File: config.mk
export PLATFORM = sky130hd
export DESIGN_NAME = fifo_wr_arb_flat
export DESIGN_NICKNAME = d
export VERILOG_FILES = /design/src/rtl/fifo_wr_arb_if.sv /design/src/rtl/fifo_wr_arb.sv /design/src/flat_wrapper.sv
export SDC_FILE = /design/constraint.sdc
export NUM_CORES = 1
export LEC_CHECK = 0
export CELL_PAD_IN_SITES_DETAIL_PLACEMENT = 2
export CELL_PAD_IN_SITES_GLOBAL_PLACEMENT = 2
export CORE_MARGIN = 4
export CORE_UTILIZATION = 17
export CTS_BUF_LIST = sky130_fd_sc_hd__clkbuf_8
export DETAILED_ROUTE_END_ITERATION = 6
export PLACE_DENSITY_LB_ADDON = 0.1
export SLEW_MARGIN = 25
export SYNTH_ARGS = -nofsm -noshare
export SYNTH_HDL_FRONTEND = slang
export SYNTH_SLANG_ARGS = --single-unit
File: constraint.sdc
create_clock -name clk -period 2 [get_ports clk]
set_input_delay 0.3 -clock clk [delete_from_list [all_inputs] [get_ports clk]]
set_output_delay 0.3 -clock clk [all_outputs]
set_load 0.01 [all_outputs]
File: src/rtl/fifo_wr_arb_if.sv
// Bundle of requester, fifo-write and status signals around the two-port fifo write arbiter.
// The master side drives requests and the fifo full flag; the slave side is the arbiter.
interface fifo_wr_arb_if #(
    parameter int DATA_W = 8
);
    logic              req0;
    logic [DATA_W-1:0] data0;
    logic              last0;
    logic              ack0;
    logic              req1;
    logic [DATA_W-1:0] data1;
    logic              last1;
    logic              ack1;
    logic              fifo_full;
    logic              fifo_write_en;
    logic [DATA_W-1:0] fifo_data;
    logic [1:0]        grant;
    logic [15:0]       cnt0;
    logic [15:0]       cnt1;

    modport master (
        output req0, data0, last0, req1, data1, last1, fifo_full,
        input  ack0, ack1, fifo_write_en, fifo_data, grant, cnt0, cnt1
    );

    modport slave (
        input  req0, data0, last0, req1, data1, last1, fifo_full,
        output ack0, ack1, fifo_write_en, fifo_data, grant, cnt0, cnt1
    );
endinterface

File: src/rtl/fifo_wr_arb.sv
// Two-requester round-robin write arbiter feeding a fifo write port, with a burst-length cap.
// Define FIFO_ARB_CNT_EN to build the saturating per-requester beat counters cnt0/cnt1.
module fifo_wr_arb #(
    parameter int DATA_W    = 8,
    parameter int MAX_BURST = 4
) (
    input  logic         clk,
    input  logic         rst_n,
    fifo_wr_arb_if.slave bus
);

    typedef enum logic [1:0] {
        IDLE = 2'b00,
        G0   = 2'b01,
        G1   = 2'b10
    } state_t;

    localparam logic [3:0] BURST_LAST = 4'(MAX_BURST - 1);

    state_t            state_q, state_d;
    logic              ptr_q, ptr_d;
    logic [3:0]        beat_q, beat_d;
    logic              ack0_s, ack1_s;
    logic [DATA_W-1:0] fifo_data_s;

    // State, priority pointer and beat counter registers.
    always_ff @(posedge clk or negedge rst_n) begin
        if (!rst_n) begin
            state_q <= IDLE;
            ptr_q   <= 1'b0;
            beat_q  <= 4'd0;
        end else begin
            state_q <= state_d;
            ptr_q   <= ptr_d;
            beat_q  <= beat_d;
        end
    end

    // Next-state and beat-transfer decode; a stalled beat never releases the grant.
    always_comb begin
        state_d     = state_q;
        ptr_d       = ptr_q;
        beat_d      = beat_q;
        ack0_s      = 1'b0;
        ack1_s      = 1'b0;
        fifo_data_s = '0;
        case (state_q)
            IDLE: begin
                if (bus.req0 && bus.req1) begin
                    state_d = ptr_q ? G1 : G0;
                end else if (bus.req0) begin
                    state_d = G0;
                end else if (bus.req1) begin
                    state_d = G1;
                end else begin
                    state_d = IDLE;
                end
            end
            G0: begin
                if (!bus.req0) begin
                    state_d = bus.req1 ? G1 : IDLE;
                    ptr_d   = 1'b1;
                    beat_d  = 4'd0;
                end else if (!bus.fifo_full) begin
                    ack0_s      = 1'b1;
                    fifo_data_s = bus.data0;
                    if (bus.last0 || (beat_q == BURST_LAST)) begin
                        state_d = bus.req1 ? G1 : IDLE;
                        ptr_d   = 1'b1;
                        beat_d  = 4'd0;
                    end else begin
                        beat_d = beat_q + 4'd1;
                    end
                end else begin
                    state_d = G0;
                end
            end
            G1: begin
                if (!bus.req1) begin
                    state_d = bus.req0 ? G0 : IDLE;
                    ptr_d   = 1'b0;
                    beat_d  = 4'd0;
                end else if (!bus.fifo_full) begin
                    ack1_s      = 1'b1;
                    fifo_data_s = bus.data1;
                    if (bus.last1 || (beat_q == BURST_LAST)) begin
                        state_d = bus.req0 ? G0 : IDLE;
                        ptr_d   = 1'b0;
                        beat_d  = 4'd0;
                    end else begin
                        beat_d = beat_q + 4'd1;
                    end
                end else begin
                    state_d = G1;
                end
            end
            default: begin
                state_d = IDLE;
                ptr_d   = 1'b0;
                beat_d  = 4'd0;
            end
        endcase
    end

    assign bus.ack0          = ack0_s;
    assign bus.ack1          = ack1_s;
    assign bus.fifo_write_en = ack0_s | ack1_s;
    assign bus.fifo_data     = fifo_data_s;
    assign bus.grant         = state_q;

`ifdef FIFO_ARB_CNT_EN
    logic [15:0] cnt0_q, cnt1_q;

    // Saturating accepted-beat counters, cleared only by reset.
    always_ff @(posedge clk or negedge rst_n) begin
        if (!rst_n) begin
            cnt0_q <= 16'h0000;
            cnt1_q <= 16'h0000;
        end else begin
            if (ack0_s && (cnt0_q != 16'hFFFF)) begin
                cnt0_q <= cnt0_q + 16'd1;
            end
            if (ack1_s && (cnt1_q != 16'hFFFF)) begin
                cnt1_q <= cnt1_q + 16'd1;
            end
        end
    end

    assign bus.cnt0 = cnt0_q;
    assign bus.cnt1 = cnt1_q;
`else
    assign bus.cnt0 = 16'h0000;
    assign bus.cnt1 = 16'h0000;
`endif

endmodule
File: src/flat_wrapper.sv
// flat-port wrapper written by rule: the top's interface ports become plain ports
module fifo_wr_arb_flat 
#(
    parameter int DATA_W    = 8,
    parameter int MAX_BURST = 4
)
  (clk, rst_n, bus_req0, bus_data0, bus_last0, bus_req1, bus_data1, bus_last1, bus_fifo_full, bus_ack0, bus_ack1, bus_fifo_write_en, bus_fifo_data, bus_grant, bus_cnt0, bus_cnt1);
  fifo_wr_arb_if #(.DATA_W(DATA_W)) bus_i ();
  input  logic clk;
  input  logic rst_n;
  input wire logic [$bits(bus_i.req0)-1:0] bus_req0;
  input wire logic [$bits(bus_i.data0)-1:0] bus_data0;
  input wire logic [$bits(bus_i.last0)-1:0] bus_last0;
  input wire logic [$bits(bus_i.req1)-1:0] bus_req1;
  input wire logic [$bits(bus_i.data1)-1:0] bus_data1;
  input wire logic [$bits(bus_i.last1)-1:0] bus_last1;
  input wire logic [$bits(bus_i.fifo_full)-1:0] bus_fifo_full;
  output wire logic [$bits(bus_i.ack0)-1:0] bus_ack0;
  output wire logic [$bits(bus_i.ack1)-1:0] bus_ack1;
  output wire logic [$bits(bus_i.fifo_write_en)-1:0] bus_fifo_write_en;
  output wire logic [$bits(bus_i.fifo_data)-1:0] bus_fifo_data;
  output wire logic [$bits(bus_i.grant)-1:0] bus_grant;
  output wire logic [$bits(bus_i.cnt0)-1:0] bus_cnt0;
  output wire logic [$bits(bus_i.cnt1)-1:0] bus_cnt1;
  assign bus_i.req0 = bus_req0;
  assign bus_i.data0 = bus_data0;
  assign bus_i.last0 = bus_last0;
  assign bus_i.req1 = bus_req1;
  assign bus_i.data1 = bus_data1;
  assign bus_i.last1 = bus_last1;
  assign bus_i.fifo_full = bus_fifo_full;
  assign bus_ack0 = bus_i.ack0;
  assign bus_ack1 = bus_i.ack1;
  assign bus_fifo_write_en = bus_i.fifo_write_en;
  assign bus_fifo_data = bus_i.fifo_data;
  assign bus_grant = bus_i.grant;
  assign bus_cnt0 = bus_i.cnt0;
  assign bus_cnt1 = bus_i.cnt1;
  fifo_wr_arb #(.DATA_W(DATA_W), .MAX_BURST(MAX_BURST)) u_core (.clk(clk), .rst_n(rst_n), .bus(bus_i));
endmodule
==> metrics.yaml <==
yosys:
  syn_area_um2: 881
  synth_top_area_cell: "buf_4"
  yosys.area_share.simple_pct: 18.5
  synth_top_family_by_area: "buffers and inverters"
  synth_adder_area_share_pct: 7.10
  synthMuxAreaShare_pct: 4.83
  synth.yosys.seq_area_share_pct: 19.9
  yosysUniqueCellTypes: 29
  avgSynthCellArea_um2: 8.16
  synth_xor_area_share_pct: 0
  synth.top_cells.by_area: "buf_4 (27%), dfrtp_1 (20%), ha_1 (7.1%)"
  synth_compound_area_share_pct: 19.9
  ys_warn_count: 0
  syn_inst: 108
  ys_seq_elements: 7
  synth_top_area_share_pct: 27.3
global_route:
  grt_start_max_net_pins: 10
  antenna_found_initial: 0
  grt_pass1_vias: 926
  grtUsageTotal_pct: 9.89
  overflow: 0
  grt_pass1_wl_um: 4890
worst_hold_path:
  hp-class: "in2async"
detailed_routing:
  drt_iter0_drc: 53
  drc: 0
  dr.pass1.iters: 4
  dr_wl_met3_um: 156
  wl_met1_um: 1290
  met2_length_um: 1750
  highest_layer: "met4"
  routed_wl_um: 3240
  postRouteAntennaNets: 0
  vias: 870
  vias_per_cell: 3.80
  post_drt_wl_per_cell_um: 14.1
sta:
  timing.hold.ws_ns: 0.338
  drv_slew: 0
  tns_ns: 0
  setup_viol: 0
  hold_viol: 0
  fin_ws_ns: 0.115
  period_share_pct: 94.3
  clock.fmax_mhz: 530
  rsz0062_at_grt: "no"
  finalCriticalPeriod_ns: 1.89
  skew_ns: 0.00310
setup_path:
  path_cells: "buf_6 > ha_4 > nand2_2 > nor2_2 > buf_4 > a22oi_2 > nor2b_1 > buf_2"
  arrival_ns: 1.59
  worst_setup_path_start_kind: "flop"
  path_buf_inv: 3
  path_max_fanout: 5
  crit_family: "buffers and inverters"
  crit_cells: 8
  worstRegToRegCells: 7
  slowest_stage: "dfrtp_1"
  cp.required_ns: 1.70
  cp-end-kind: "output port"
  critPathMaxStageDelay_ns: 0.40
  critPathKind: "reg2out"
place:
  dpl.hpwl_um: 2730
  place_inst: 221
  numPortBuffers: 35
  dpl_cell_area_um2: 1280
  pre_cts_ws_ns: -0.225
  gp_congestion: 0.791
floorplan:
  fp.dieH_um: 80.0
  dieArea_um2: 6400
  num_rows: 25
  start_util_pct: 18.1
  die_x_um: 80.0
  ios: 68
  core-area_um2: 4880
cts:
  clock_sinks: 7
  cts_made_buffers: 3
  clockBufferDepth: 2
  clk_transition_reported_paths_ns: 0.04
  clk_latency_ns: 0.23
  htree_num_levels: 1
  cts_tree: "done"
  cts.root.buffer_cell: "clkbuf_8"
outcome:
  status: "finished, final reports clean"
pwr:
  p_per_area_nw_per_um2: 965
  ir_worst_vdd_mv: 0.383
  total_power_mw: 1.34
  p_leak_nw: 0.643
final_layout:
  antennaDiodeCount: 0
  area_growth_pct: 57.4
  finalCoreUtilization_pct: 28.4
  drive_above_1_share_pct: 26.5
  nets: 191
  final_cell_area_um2: 1390
  stdcell_count: 229
flow_run:
  max_cap_violations: 0
-- layout by cell type (no fill, tap or decap), types with 3 or more instances in the layout --
cell              n
clkbuf_8          3
nand2_1           5
dfrtp_1           7
clkdlybuf4s50_1  24
inv_1             3
a22oi_1           4
nor2_1            4
a22o_1            3
a21oi_1           3
o211ai_1          3
buf_2             7
conb_1           32
nor2b_1          10
dlygate4sd2_1     3
a22oi_2           4
buf_4            15
-- what timing repair did --
action	CTS	global route
resized for setup	41	15
cloned	1	1
hold buffers	0	0
buffers inserted	2	1
setup endpoints to repair	12	9
pin swaps	1	8
-- worst paths after layout --
path / end / slack [ns] / start
setup / recovery: bus_fifo_data[7] / 0.11 / u_core.bus.grant[0]
hold / removal: u_core.beat_q[3] / 0.34 / rst_n
setup reg to reg: u_core.beat_q[3] / 0.12 / u_core.bus.grant[0]
hold reg to reg: u_core.beat_q[0] / 0.56 / u_core.beat_q[0]
max in group asynchronous: u_core.ptr_q / 1.42 / rst_n
min in group clk: u_core.beat_q[0] / 0.56 / u_core.beat_q[0]
-- synth_stat cells --
cell type / instances
nor2_1: 6
dfrtp_1: 7
a22o_1: 3
buf_4: 32
a32o_1: 1
clkbuf_1: 1
and3b_1: 1
nand3_1: 2
ha_1: 5
o21ai_0: 1
a22oi_1: 8
nand2_1: 7
or3b_1: 1
mux2_1: 1
conb_1: 1
a21oi_1: 3
o221ai_1: 1
o21ai_1: 1
a21o_1: 1
nand2b_1: 1
or4_1: 1
o211ai_1: 3
mux2i_1: 2
mux2_2: 1
inv_1: 4
nor2b_1: 10
a21boi_0: 1
o21bai_1: 1
and3b_2: 1
-- area by class of cell --
class | count | area (um2)
Multi-Input combinational cell | 95 | 626
Timing Repair Buffer | 52 | 442
Fill cell | 599 | 3490
Clock inverter | 1 | 3.75
Clock buffer | 3 | 41.3
Sequential cell | 7 | 175
Inverter | 4 | 15.0
Tap cell | 67 | 83.8
-- metal layers --
metal  vias to the layer above  track usage [%]
met5                         -                0
met4                         0             3.55
met3                         4             1.47
met1                       419             11.7
li1                        419                -
met2                        28             17.8
-- logic make-up (layout without fill, tap and decap cells) --
| kind of cell | count (synthesis) | count (layout) |
|---|---|---|
| AOI/OAI and AO/OA | 24 | 24 |
| muxes | 4 | 4 |
| adders and majority gates | 5 | 5 |
| buffers and inverters | 37 | 60 |
| other | 1 | 32 |
| DFF | 7 | 7 |
| and+or+nand+nor | 30 | 30 |
-- flip-flops by register name, summed over array words and instances, names as in the netlist --
register,flops
u_core.beat_q,4
u_core.bus.grant,2
u_core.ptr_q,1
-- where the power goes --
| group | switching, mW | internal [mW] |
|---|---|---|
| clock | 0.0629 | 0.133 |
| combinational | 0.443 | 0.488 |
| sequential | 0.0353 | 0.176 |
| total | 0.541 | 0.797 |
Power figures use the tool's default switching activity.
